===== src/rtl/case_conv_pkg.sv =====
// ============================================================================
// case_conv_pkg : shared types and ASCII constants for the case converter
// Rev 1.0 : initial release
// ============================================================================
`default_nettype none

package case_conv_pkg;

  typedef enum logic [1:0] {
    MODE_PASS  = 2'd0,
    MODE_UPPER = 2'd1,
    MODE_LOWER = 2'd2
  } mode_t;

  typedef enum logic {
    S_IDLE  = 1'b0,
    S_GRANT = 1'b1
  } state_t;

  localparam logic [7:0] CH_A     = 8'h41;
  localparam logic [7:0] CH_Z     = 8'h5A;
  localparam logic [7:0] CH_LA    = 8'h61;
  localparam logic [7:0] CH_LZ    = 8'h7A;
  localparam int         CASE_BIT = 5;

endpackage

`default_nettype wire


===== src/rtl/case_conv_core.sv =====
// ============================================================================
// case_conv_core : stateless ASCII upper/lower/pass converter
// Rev 1.0 : initial release
// ============================================================================
`default_nettype none

module case_conv_core
  import case_conv_pkg::*;
(
  input  logic [7:0] data_in,
  input  logic [1:0] mode,
  output logic [7:0] data_out,
  output logic       changed
);

  always_comb begin
    data_out = data_in;
    if (mode == MODE_UPPER && data_in >= CH_LA && data_in <= CH_LZ) begin
      data_out[CASE_BIT] = 1'b0;
    end else if (mode == MODE_LOWER && data_in >= CH_A && data_in <= CH_Z) begin
      data_out[CASE_BIT] = 1'b1;
    end
  end

  assign changed = (data_out != data_in);

endmodule

`default_nettype wire


===== src/rtl/case_conv_arbiter.sv =====
// ============================================================================
// case_conv_arbiter : two-requester packet round-robin over one case converter
// Rev 1.0 : initial release
// ============================================================================
`default_nettype none

module case_conv_arbiter
  import case_conv_pkg::*;
#(
  parameter int CNT_W   = 16,
  parameter int RR_INIT = 0
) (
  input  logic             clk,
  input  logic             rst_n,
  input  logic [1:0]       req_valid,
  output logic [1:0]       req_ready,
  input  logic [15:0]      req_data,
  input  logic [1:0]       req_last,
  input  logic [3:0]       req_mode,
  output logic             out_valid,
  input  logic             out_ready,
  output logic [7:0]       out_data,
  output logic             out_last,
  output logic             out_src,
  output logic [CNT_W-1:0] conv_count,
  output logic             busy
);

  state_t     state, state_nxt;
  logic       owner, owner_nxt;
  logic [1:0] mode_lk, mode_lk_nxt;
  logic       rr_ptr, rr_nxt;

  logic       load;
  logic       sel;
  logic       accept;
  logic [1:0] cur_mode;
  logic [7:0] cur_data;
  logic       cur_last;
  logic [7:0] conv_data;
  logic       conv_changed;

  assign load = !out_valid || out_ready;

  // In IDLE the pointer side wins if it is asking, otherwise the other side.
  assign sel = (state == S_GRANT) ? owner
             : (req_valid[rr_ptr] ? rr_ptr : ~rr_ptr);

  assign req_ready = load ? (2'b01 << sel) : 2'b00;
  assign accept    = load && req_valid[sel];
  assign cur_data  = req_data[{sel, 3'b000} +: 8];
  assign cur_last  = req_last[sel];
  assign cur_mode  = (state == S_GRANT) ? mode_lk : req_mode[{sel, 1'b0} +: 2];

  case_conv_core u_core (
    .data_in  (cur_data),
    .mode     (cur_mode),
    .data_out (conv_data),
    .changed  (conv_changed)
  );

  always_comb begin
    state_nxt   = state;
    owner_nxt   = owner;
    mode_lk_nxt = mode_lk;
    rr_nxt      = rr_ptr;
    if (accept) begin
      if (cur_last) begin
        state_nxt = S_IDLE;
        rr_nxt    = ~sel;
      end else if (state == S_IDLE) begin
        state_nxt   = S_GRANT;
        owner_nxt   = sel;
        mode_lk_nxt = cur_mode;
      end
    end
  end

  always_ff @(posedge clk or negedge rst_n) begin
    if (!rst_n) begin
      state   <= S_IDLE;
      owner   <= 1'b0;
      mode_lk <= MODE_PASS;
      rr_ptr  <= (RR_INIT != 0);
    end else begin
      state   <= state_nxt;
      owner   <= owner_nxt;
      mode_lk <= mode_lk_nxt;
      rr_ptr  <= rr_nxt;
    end
  end

  always_ff @(posedge clk or negedge rst_n) begin
    if (!rst_n) begin
      out_valid  <= 1'b0;
      out_data   <= 8'h00;
      out_last   <= 1'b0;
      out_src    <= 1'b0;
      conv_count <= '0;
    end else begin
      if (load) begin
        out_valid <= accept;
        if (accept) begin
          out_data <= conv_data;
          out_last <= cur_last;
          out_src  <= sel;
        end
      end
      if (accept && conv_changed && (conv_count != {CNT_W{1'b1}})) begin
        conv_count <= conv_count + 1'b1;
      end
    end
  end

  assign busy = (state == S_GRANT);

endmodule

`default_nettype wire


===== config.mk =====
export PLATFORM = sky130hd
export DESIGN_NAME = case_conv_arbiter
export DESIGN_NICKNAME = d
export VERILOG_FILES = /design/src/rtl/case_conv_pkg.sv /design/src/rtl/case_conv_core.sv /design/src/rtl/case_conv_arbiter.sv
export SDC_FILE = /design/constraint.sdc
export NUM_CORES = 1
export LEC_CHECK = 0
export BUFFER_PORTS_ARGS = -buffer_cell sky130_fd_sc_hd__buf_2
export CAP_MARGIN = 15
export CELL_PAD_IN_SITES_DETAIL_PLACEMENT = 1
export CELL_PAD_IN_SITES_GLOBAL_PLACEMENT = 2
export CORE_UTILIZATION = 27
export DETAILED_ROUTE_END_ITERATION = 10
export GPL_TIMING_DRIVEN = 0
export PLACE_DENSITY_LB_ADDON = 0.3
export SKIP_CTS_REPAIR_TIMING = 1
export SLEW_MARGIN = 10
export SYNTH_ARGS = -nofsm -noshare
export SYNTH_HDL_FRONTEND = slang
export SYNTH_SLANG_ARGS = --single-unit

===== constraint.sdc =====
create_clock -name clk -period 2.05 [get_ports clk]
set_input_delay 0.1025 -clock clk [delete_from_list [all_inputs] [get_ports clk]]
set_output_delay 0.1025 -clock clk [all_outputs]
set_load 0.005 [all_outputs]

# Word-level counts from Yosys, hierarchy flattened
# Index checks and enable logic that the tools add are counted.
# totals
ff_bits,32
in_bits,27
out_inout_bits,30
wordCells,52
# op_classes
addsub,1
n_lt_le_gt_ge,6
eq_ne,4
shift,3
muxes,13
bitwise_logic,4
n_reduce_logical,12
# ops
operator,count
adder 16 x 1 -> 16 bit (second input constant),1
>= comparator 8 x 7 -> 1 bit (second input constant),2
<= comparator 8 x 7 -> 1 bit (second input constant),2
!= test 16 bit (second input constant),1
variable part select 16 x 5 -> 8 bit,1
2-to-1 mux 1 bit,11
logical AND 1 bit,7
less-than comparator 1 x 2 -> 1 bit (second input constant),2
2-to-1 mux 2 bit,2
NOT 1 bit,4
AND reduction 2 bit,2
variable part select 4 x 3 -> 2 bit,1
AND reduction 3 bit,1
equality test 2 x 1 -> 1 bit (second input constant),1
equality test 2 bit (second input constant),1
<< shifter 1 x 1 -> 2 bit (first input constant),1
logical NOT 1 bit,1
logical OR 1 bit,1
!= test 1 bit,1

# Logic depth before layout (Yosys ltp)
# Gate-level depths: netlist (run 1).
# depth
ltp_word,14
mapped_depth,10

# Modules after synthesis
# From an unflattened synthesis (run 1), not the netlist that was laid out.
# unflattened
hier_cells,173
hier_area_um2,1926.8
# modules_own_cells
module,n_inst,cells_each,area_each_um2,seq_area_each_um2
case_conv_arbiter,1,153,1770.4,800.8
case_conv_core,1,20,156.4,0.0

# Worst setup path before layout (run 1)
# No wires, ideal clock.
# synth_timing
path_kind,reg2reg
start,register rr_ptr
end,register conv_count[14]
arrival_time_ns,2.065
path_slack_ns,-0.142
stages_incl_launch_ff,8
n_path_buf,0
path_cell_list,dfrtp_1 -> and2b_2 -> o31ai_2 -> or4_1 -> a221oi_2 -> a31o_4 -> nand4_1 -> mux2_1
# synth_via
elab_chain_len,14
# synth_rtl
element,line_no,rtl
"start, declared",case_conv_arbiter.sv:32,"logic rr_ptr, rr_nxt;"
"start signal, assigned",case_conv_arbiter.sv:84,rr_ptr <= (RR_INIT != 0);
"start signal, assigned",case_conv_arbiter.sv:89,rr_ptr <= rr_nxt;
2-to-1 mux 1 bit (not written as such) (2 in a row),case_conv_arbiter.sv:47,: (req_valid[rr_ptr] ? rr_ptr : ~rr_ptr);
2-to-1 mux 1 bit *,case_conv_arbiter.sv:47,
2-to-1 mux 1 bit *,case_conv_arbiter.sv:46,assign sel = (state == S_GRANT) ? owner
"parallel branches: the longest is 8 deep, another holds >= comparator 8 x 7 -> 1 bit",-,
logical AND 1 bit * (2 in a row),case_conv_arbiter.sv:109,if (accept && conv_changed && (conv_count != {CNT_W{1'b1}})) begin
"end signal, assigned",case_conv_arbiter.sv:110,conv_count <= conv_count + 1'b1;
"end, declared",case_conv_arbiter.sv:25,"output logic [CNT_W-1:0] conv_count,"
# Mark *: on every way between the ends. The select of a mux whose other input is x is not followed.
# A chain may end at the register's enable or synchronous reset.

# Worst setup path after layout (run 1)
# layout_timing
start,"register state, in the netlist busy"
end,register conv_count[14]
# layout_via
elab_chain_len,11
# layout_rtl
element,line_no,rtl
"start, declared",case_conv_arbiter.sv:29,"state_t state, state_nxt;"
"start signal, assigned",case_conv_arbiter.sv:86,state <= state_nxt;
"parallel branches: the longest is 9 deep, another holds >= comparator 8 x 7 -> 1 bit",-,
logical AND 1 bit * (2 in a row),case_conv_arbiter.sv:109,
# Marks and branches as above.

==> reports/qor.yml, run 1 <==
yosysSeqAreaShare: 0.438
cp.required_ns: 2.23
netlist_area_mm2: 0.00183
yosysMostFrequentCell: "dfrtp_1"
fin_hold_ws_ns: 0.117
cts-buffers-inserted: 5
first_global_vias: 1699
first_iter_violations: 69
final_cells: 337
grt_max_degree: 33
track_usage: 0.154
drv_slew: 0
cts_tree: "yes"
dp_cells: 319
worst_setup_path_end_kind: "flip-flop"
crit_type: "flip-flop to flip-flop"
setup_viol: 17
p_total_mw: 2.90
nets: 287
dr.pass1.iters: 7
rows: 29
finalHoldViolations: 0
overflow: 0
cts.sink_count: 32
synth.area.top_cells: "dfrtp_1 (44%), xnor2_1 (6.2%), mux2i_1 (6.0%), nand2_1 (5.1%), o21ai_0 (4.1%)"
vias: 1662
synth_flop_cell: "dfrtp_1"
root_buffer: "clkbuf_8"
yosys.area.top_type: "dfrtp_1"
fin_area_mm2: 0.00251
layout-drive-gt1-share: 0.408
fin_skew_ns: 0.00555
crit_chain: "buf_6 -> nand2_2 -> o31ai_4 -> or4_4 -> a221oi_4 -> a31o_4 -> nand4_1 -> mux2_4"
htree_num_levels: 2
num_antenna_cells: 0
hold_path.class: "primary input to flip-flop"
ant_nets: 0
ys_warn_count: 0
hpwl_um: 3760
synth_enable_flop_cells: 0
synth_cell_types: 48
syn_avg_cell_area_um2: 9.83
dpl_worst_slack_ns: -0.339
worstSetupStartpointType: "flip-flop"
layout_min_cycle_time_ns: 2.37
p_leak_nw: 1.20
coreArea_mm2: 0.00646
dieArea_mm2: 0.00710
status: "complete, but fails checks"
clockBufferDepth: 2
slowest_stage: "or4_4"
relSlewSlack: 0.490
critPathMaxFanout: 7
drt-total-wl_um: 5130
synth_fp_nets: 214
grt_pass1_wl_um: 8600
vias_per_cell: 4.93
critPathMaxStageDelay_ns: 0.54
worstPathArrival_ns: 2.54
worst_slew_pin_slew_ns: 0.766
crit_family: "simple AND/OR/NAND/NOR gates"
port_buffers: 56
synth-seq-cells: 32
min_period_over_period: 1.15
die_h_um: 84.3
post-route-drc-count: 6
die_x_um: 84.3
place_area_mm2: 0.00224
fmax_mhz: 423
initial_core_util: 0.283
gp_congestion: 0.713
worst_ir_drop_vdd_v: 0.000481
path_buf_inv: 1
synth_async_sr_flop_share: 1.00
p_per_area_mw_per_mm2: 1160
syn2layout_area_growth_pct: 37.2
synth_top_area_share: 0.438
netlist_top_cells_count: "dfrtp_1 (32), nand2_1 (25), o21ai_0 (15)"
fin_ws_ns: -0.315
ioPinCount: 57
synthCells: 186
clkLatencyLatePin_ns: 0.29
rsz0062_at_grt: "yes"
antenna_found_initial: 0
wl_per_cell_um: 15.2
clkTransAtPathRegs_ns: 0.07
drv_cap: 0
failed_checks: "DRC, setup timing"
[final timing paths]
| check | depth (start not counted) | from | end | slack [ns] |
|---|---|---|---|---|
| worst max register to register | 8 | busy$_DFFE_PN0P_ | conv_count[14]$_DFFE_PN0P_ | -0.32 |
| worst min-delay path | 3 | out_ready | out_valid$_DFFE_PN0N_ | 0.12 |
| max in group asynchronous | 2 | rst_n | busy$_DFFE_PN0P_ | 1.10 |
| worst min register to register | 2 | out_data[0]$_DFFE_PN0P_ | out_data[0]$_DFFE_PN0P_ | 0.48 |
| worst max-delay path | 8 | busy$_DFFE_PN0P_ | conv_count[14]$_DFFE_PN0P_ | -0.32 |
| min in group asynchronous | 2 | rst_n | mode_lk[1]$_DFFE_PN0P_ | 0.42 |
[stage by stage]
step / setup TNS, ns / utilization
2_1_floorplan: -0.971 / -
3_3_place_gp: -4.02 / 0.346
3_5_place_dp: -4.71 / 0.346
4_1_cts: -5.72 / 0.366
5_1_grt: -5.53 / 0.388
6_report: -3.82 / 0.388
[tightest hold or removal path: cells and delay by family]
kind	cells	cell delay (ns)
buf+inv	1	0.07
simple gates	2	0.19
[flip-flops by register name (all words and copies together), names as in the netlist]
register / cells
rr_ptr: 1
owner: 1
out_src: 1
busy: 1
out_last: 1
out_valid: 1
conv_count: 16
mode_lk: 2
out_data: 8
[metal layers]
metal  up-vias  GRT usage  part of all wire
met5         -          0                 0
met4         0     0.0517             0.011
met3         7     0.0344             0.039
met2        37      0.231              0.44
met1       795      0.221              0.51
li1        823          -                 -
[power breakdown]
part | internal [mW] | switching [mW]
logic | 0.609 | 0.654
registers | 0.811 | 0.140
clock network | 0.429 | 0.256
[cell type report]
class                      count  area, µm²
multi-input combinational    145       1050
timing repair buffer          66        358
clock buffer                   7       96.3
fill                         742       3950
clock inverter                 1       30.0
tap                           77       96.3
inverter                       2       7.51
buffer                         7       62.6
sequential                    32        802
[cell families after synthesis]
family,after synthesis,synth area share
AND/OR/NAND/NOR,76,0.225
multiplexers,14,0.0787
adder cells (fa/ha/maj),1,0.00684
XOR/XNOR,13,0.0623
AO/OA/AOI/OAI,41,0.157
flip-flops,32,0.438
buffers and inverters,9,0.0329
[placed cells by master (no fill, tap or decap), types with 2 or more instances in the layout]
cell type / instances
nor2_1: 6
nand4_1: 8
a311oi_1: 2
a41oi_1: 2
buf_4: 9
o211ai_1: 2
nand3_2: 5
or2_1: 2
nand2_1: 23
a21o_1: 2
nand2b_1: 2
inv_1: 2
dfrtp_1: 31
and3_1: 5
nand3_1: 4
nand2_2: 3
clkbuf_8: 7
o21ai_0: 14
nor2_2: 2
a21oi_1: 7
nand3b_1: 2
buf_2: 56
xnor2_1: 12
mux2_4: 2
clkbuf_2: 2
o21a_1: 2
or4_4: 2
buf_6: 4
mux2i_1: 11
Power figures use the tool's default switching activity.
==> inputs of run 2 (changes only) <==
clock period = 2 ns   (was 2.05 ns; I/O delays follow)
==> run 2 against run 1 <==
The flow still finishes with violations (DRC, setup timing). Clock power fell by 25%. Cell area fell by 1.7%. Sequential share of layout area rose by 0.50 points. Fmax rose by 0.38%.
==> reports/qor.yml, run 2 (synthesis gave the netlist of run 1 again) <==
gr-usage-met2: 0.227  # -0.00447
grt_max_degree: 33  # unchanged
met1_usage: 0.211  # -0.00917
top_regs: "conv_count (16), out_data (8), mode_lk (2)"
dr.pass1.iters: 7  # unchanged
cp.required_ns: 2.17  # -0.06 ns
mostFrequentLayoutCell: "buf_2"
hpwl_um: 3770  # +0.36%
setup_viol: 17  # unchanged
first_iter_violations: 80  # +16%
worstSetupStartpointType: "flip-flop"
cts_tree: "yes"
slowest_stage: "or4_4"
largest_reg_flops: 16  # unchanged
antenna_found_initial: 0  # unchanged
net-switching-power_mw: 1.04  # -0.71%
status: "complete, but fails checks"
rsz0062_at_grt: "yes"
failed_checks: "DRC, setup timing"
rows: 29  # unchanged
ioPinCount: 57  # unchanged
regArea_um2: 801  # -0.16%
clockBufferDepth: 2  # unchanged
relSlewSlack: 0.502  # +0.0127
cts-buffers-inserted: 5  # unchanged
nFillCells: 756  # +1.9%
crit_family: "simple AND/OR/NAND/NOR gates"
seqPwrFrac: 0.346  # +0.018
largest-register: "conv_count"
nets: 287  # unchanged
path_buf_inv: 0  # -1
crit_chain: "and2b_2 -> o31ai_2 -> or4_4 -> a221oi_4 -> a31o_4 -> nand4_1 -> mux2_4"
intPower_mw: 1.75  # -5.4%
hold_path.class: "primary input to flip-flop"
wl_per_cell_um: 15.1  # -0.64%
finalCoreUtilization: 0.382  # -0.00659
finalHoldViolations: 0  # unchanged
ant_nets: 0  # unchanged
layout-drive-gt1-share: 0.392  # -0.0154
num_antenna_cells: 0  # unchanged
critPathMaxFanout: 6  # -1
p_per_area_mw_per_mm2: 1130  # -2.0%
p_comb_frac: 0.469  # +0.033
p_leak_nw: 1.18  # -1.2%
die_x_um: 84.3  # unchanged
critPathCapture: "conv_count[14]$_DFFE_PN0P_"
worst_setup_path_end_kind: "flip-flop"
fin_skew_ns: 0.00570  # +0.000158 ns
mostFrequentLayoutCells: "buf_2 (56), dfrtp_1 (32), nand2_1 (24)"
worstPathArrival_ns: 2.52  # -0.02 ns
tns_ns: -4.57  # -0.750 ns
fmax_mhz: 424  # +0.38%
track_usage: 0.149  # -0.00580
crit_type: "flip-flop to flip-flop"
grt_pass1_wl_um: 8340  # -3.0%
first_global_vias: 1688  # -0.65%
gp_congestion: 0.721  # +1.2%
worst_slew_pin_slew_ns: 0.747  # -0.0191 ns
htree_num_levels: 2  # unchanged
grt_util_met3: 0.0393  # +0.00492
clkLatencyLatePin_ns: 0.28  # about the same
min_period_over_period: 1.18  # +0.0244
die_h_um: 84.3  # unchanged
reg2reg_from: "rr_ptr$_DFFE_PN0P_"
r2r_slack_ns: -0.36  # -0.04 ns
coreArea_mm2: 0.00646  # unchanged
drv_slew: 0  # unchanged
vias_per_cell: 5.02  # +1.9%
root_buffer: "clkbuf_8"
busiest_layer: "met2"
worst_ir_drop_vdd_v: 0.000434  # -9.7%
initial_core_util: 0.283  # unchanged
clkTransAtPathRegs_ns: 0.07  # about the same
clkPwrFrac: 0.185  # -0.051
cts.sink_count: 32  # unchanged
r2r_end: "conv_count[14]$_DFFE_PN0P_"
swShare: 0.373  # +0.0112
path_depth: 7  # -1
multi_input_area_mm2: 0.00105  # -0.83%
vias: 1693  # +1.9%
critPathMaxStageDelay_ns: 0.54  # about the same
post-route-drc-count: 6  # unchanged
overflow: 0  # unchanged
dieArea_mm2: 0.00710  # unchanged
port_buffers: 56  # unchanged
drv_cap: 0  # unchanged
drt-total-wl_um: 5090  # -0.64%
r2r_cells: 7  # -1
setup.worst_path.start: "rr_ptr$_DFFE_PN0P_"
fin_ws_ns: -0.356  # -0.0411 ns
layout_min_cycle_time_ns: 2.36  # -0.00892 ns
syn2layout_area_growth_pct: 34.8
==> run 2: through the flow <==
stage | area (µm²) | setup slack (ns) | hold WS (ns) | cells | power [mW]
finish | 2460 | -0.356 | 0.134 | 337 | 2.79
global route | 2460 | -0.466 | 0.160 | 337 | 3.01
CTS | 2330 | -0.426 | -0.0896 | 327 | 2.66
detailed placement | 2240 | -0.412 | 0.218 | 319 | 2.13
global placement | 2240 | -0.348 | 0.214 | 319 | 2.11
floorplan | 1860 | -0.192 | -0.196 | 186 | 1.69
==> run 2: power by group through the flow <==
stage / Combinational [mW] / Sequential [mW] / Clock (mW)
6_report: 1.31 / 0.965 / 0.516
5_1_grt: 1.45 / 0.996 / 0.566
4_1_cts: 1.16 / 0.969 / 0.534
3_5_place_dp: 1.15 / 0.977 / 0
3_3_place_gp: 1.13 / 0.978 / 0
2_1_floorplan: 0.725 / 0.969 / 0
==> run 2: worst reg2reg max path: stages (launching register included) <==
cell      delay, ns
dfrtp_1        0.40
and2b_2        0.25
o31ai_2        0.08
or4_4          0.54
a221oi_4       0.32
a31o_4         0.20
nand4_1        0.14
mux2_4         0.33
==> run 2: worst min path at each step <==
| stage | endpoint | slack (ns) | startpoint | cells past startpoint |
|---|---|---|---|---|
| finish | mode_lk[0]$_DFFE_PN0P_ | 0.13 | req_mode[2] | 3 |
| global route | mode_lk[0]$_DFFE_PN0P_ | 0.16 | req_mode[2] | 3 |
| CTS | mode_lk[1]$_DFFE_PN0P_ | -0.09 | rst_n | 1 |
| detailed placement | mode_lk[1]$_DFFE_PN0P_ | 0.22 | rst_n | 1 |
| global placement | mode_lk[1]$_DFFE_PN0P_ | 0.21 | rst_n | 1 |
| floorplan | busy$_DFFE_PN0P_ | -0.20 | rst_n | 0 |
==> run 2: per-layer routing <==
layer  wire, µm  share of wire
met5          0              0
met4         38         0.0075
met3        229          0.045
met2       2350           0.46
met1       2480           0.49
==> run 2: layout make-up <==
cell class | count | share of cell area
flip-flops and latches | 32 | 0.325
multi-input cells | 145 | 0.424
well taps | 77 | 0.0391
clock buffers | 8 | 0.0365
inverters | 2 | 0.00305
plain buffers | 7 | 0.0269
repair buffers | 66 | 0.145
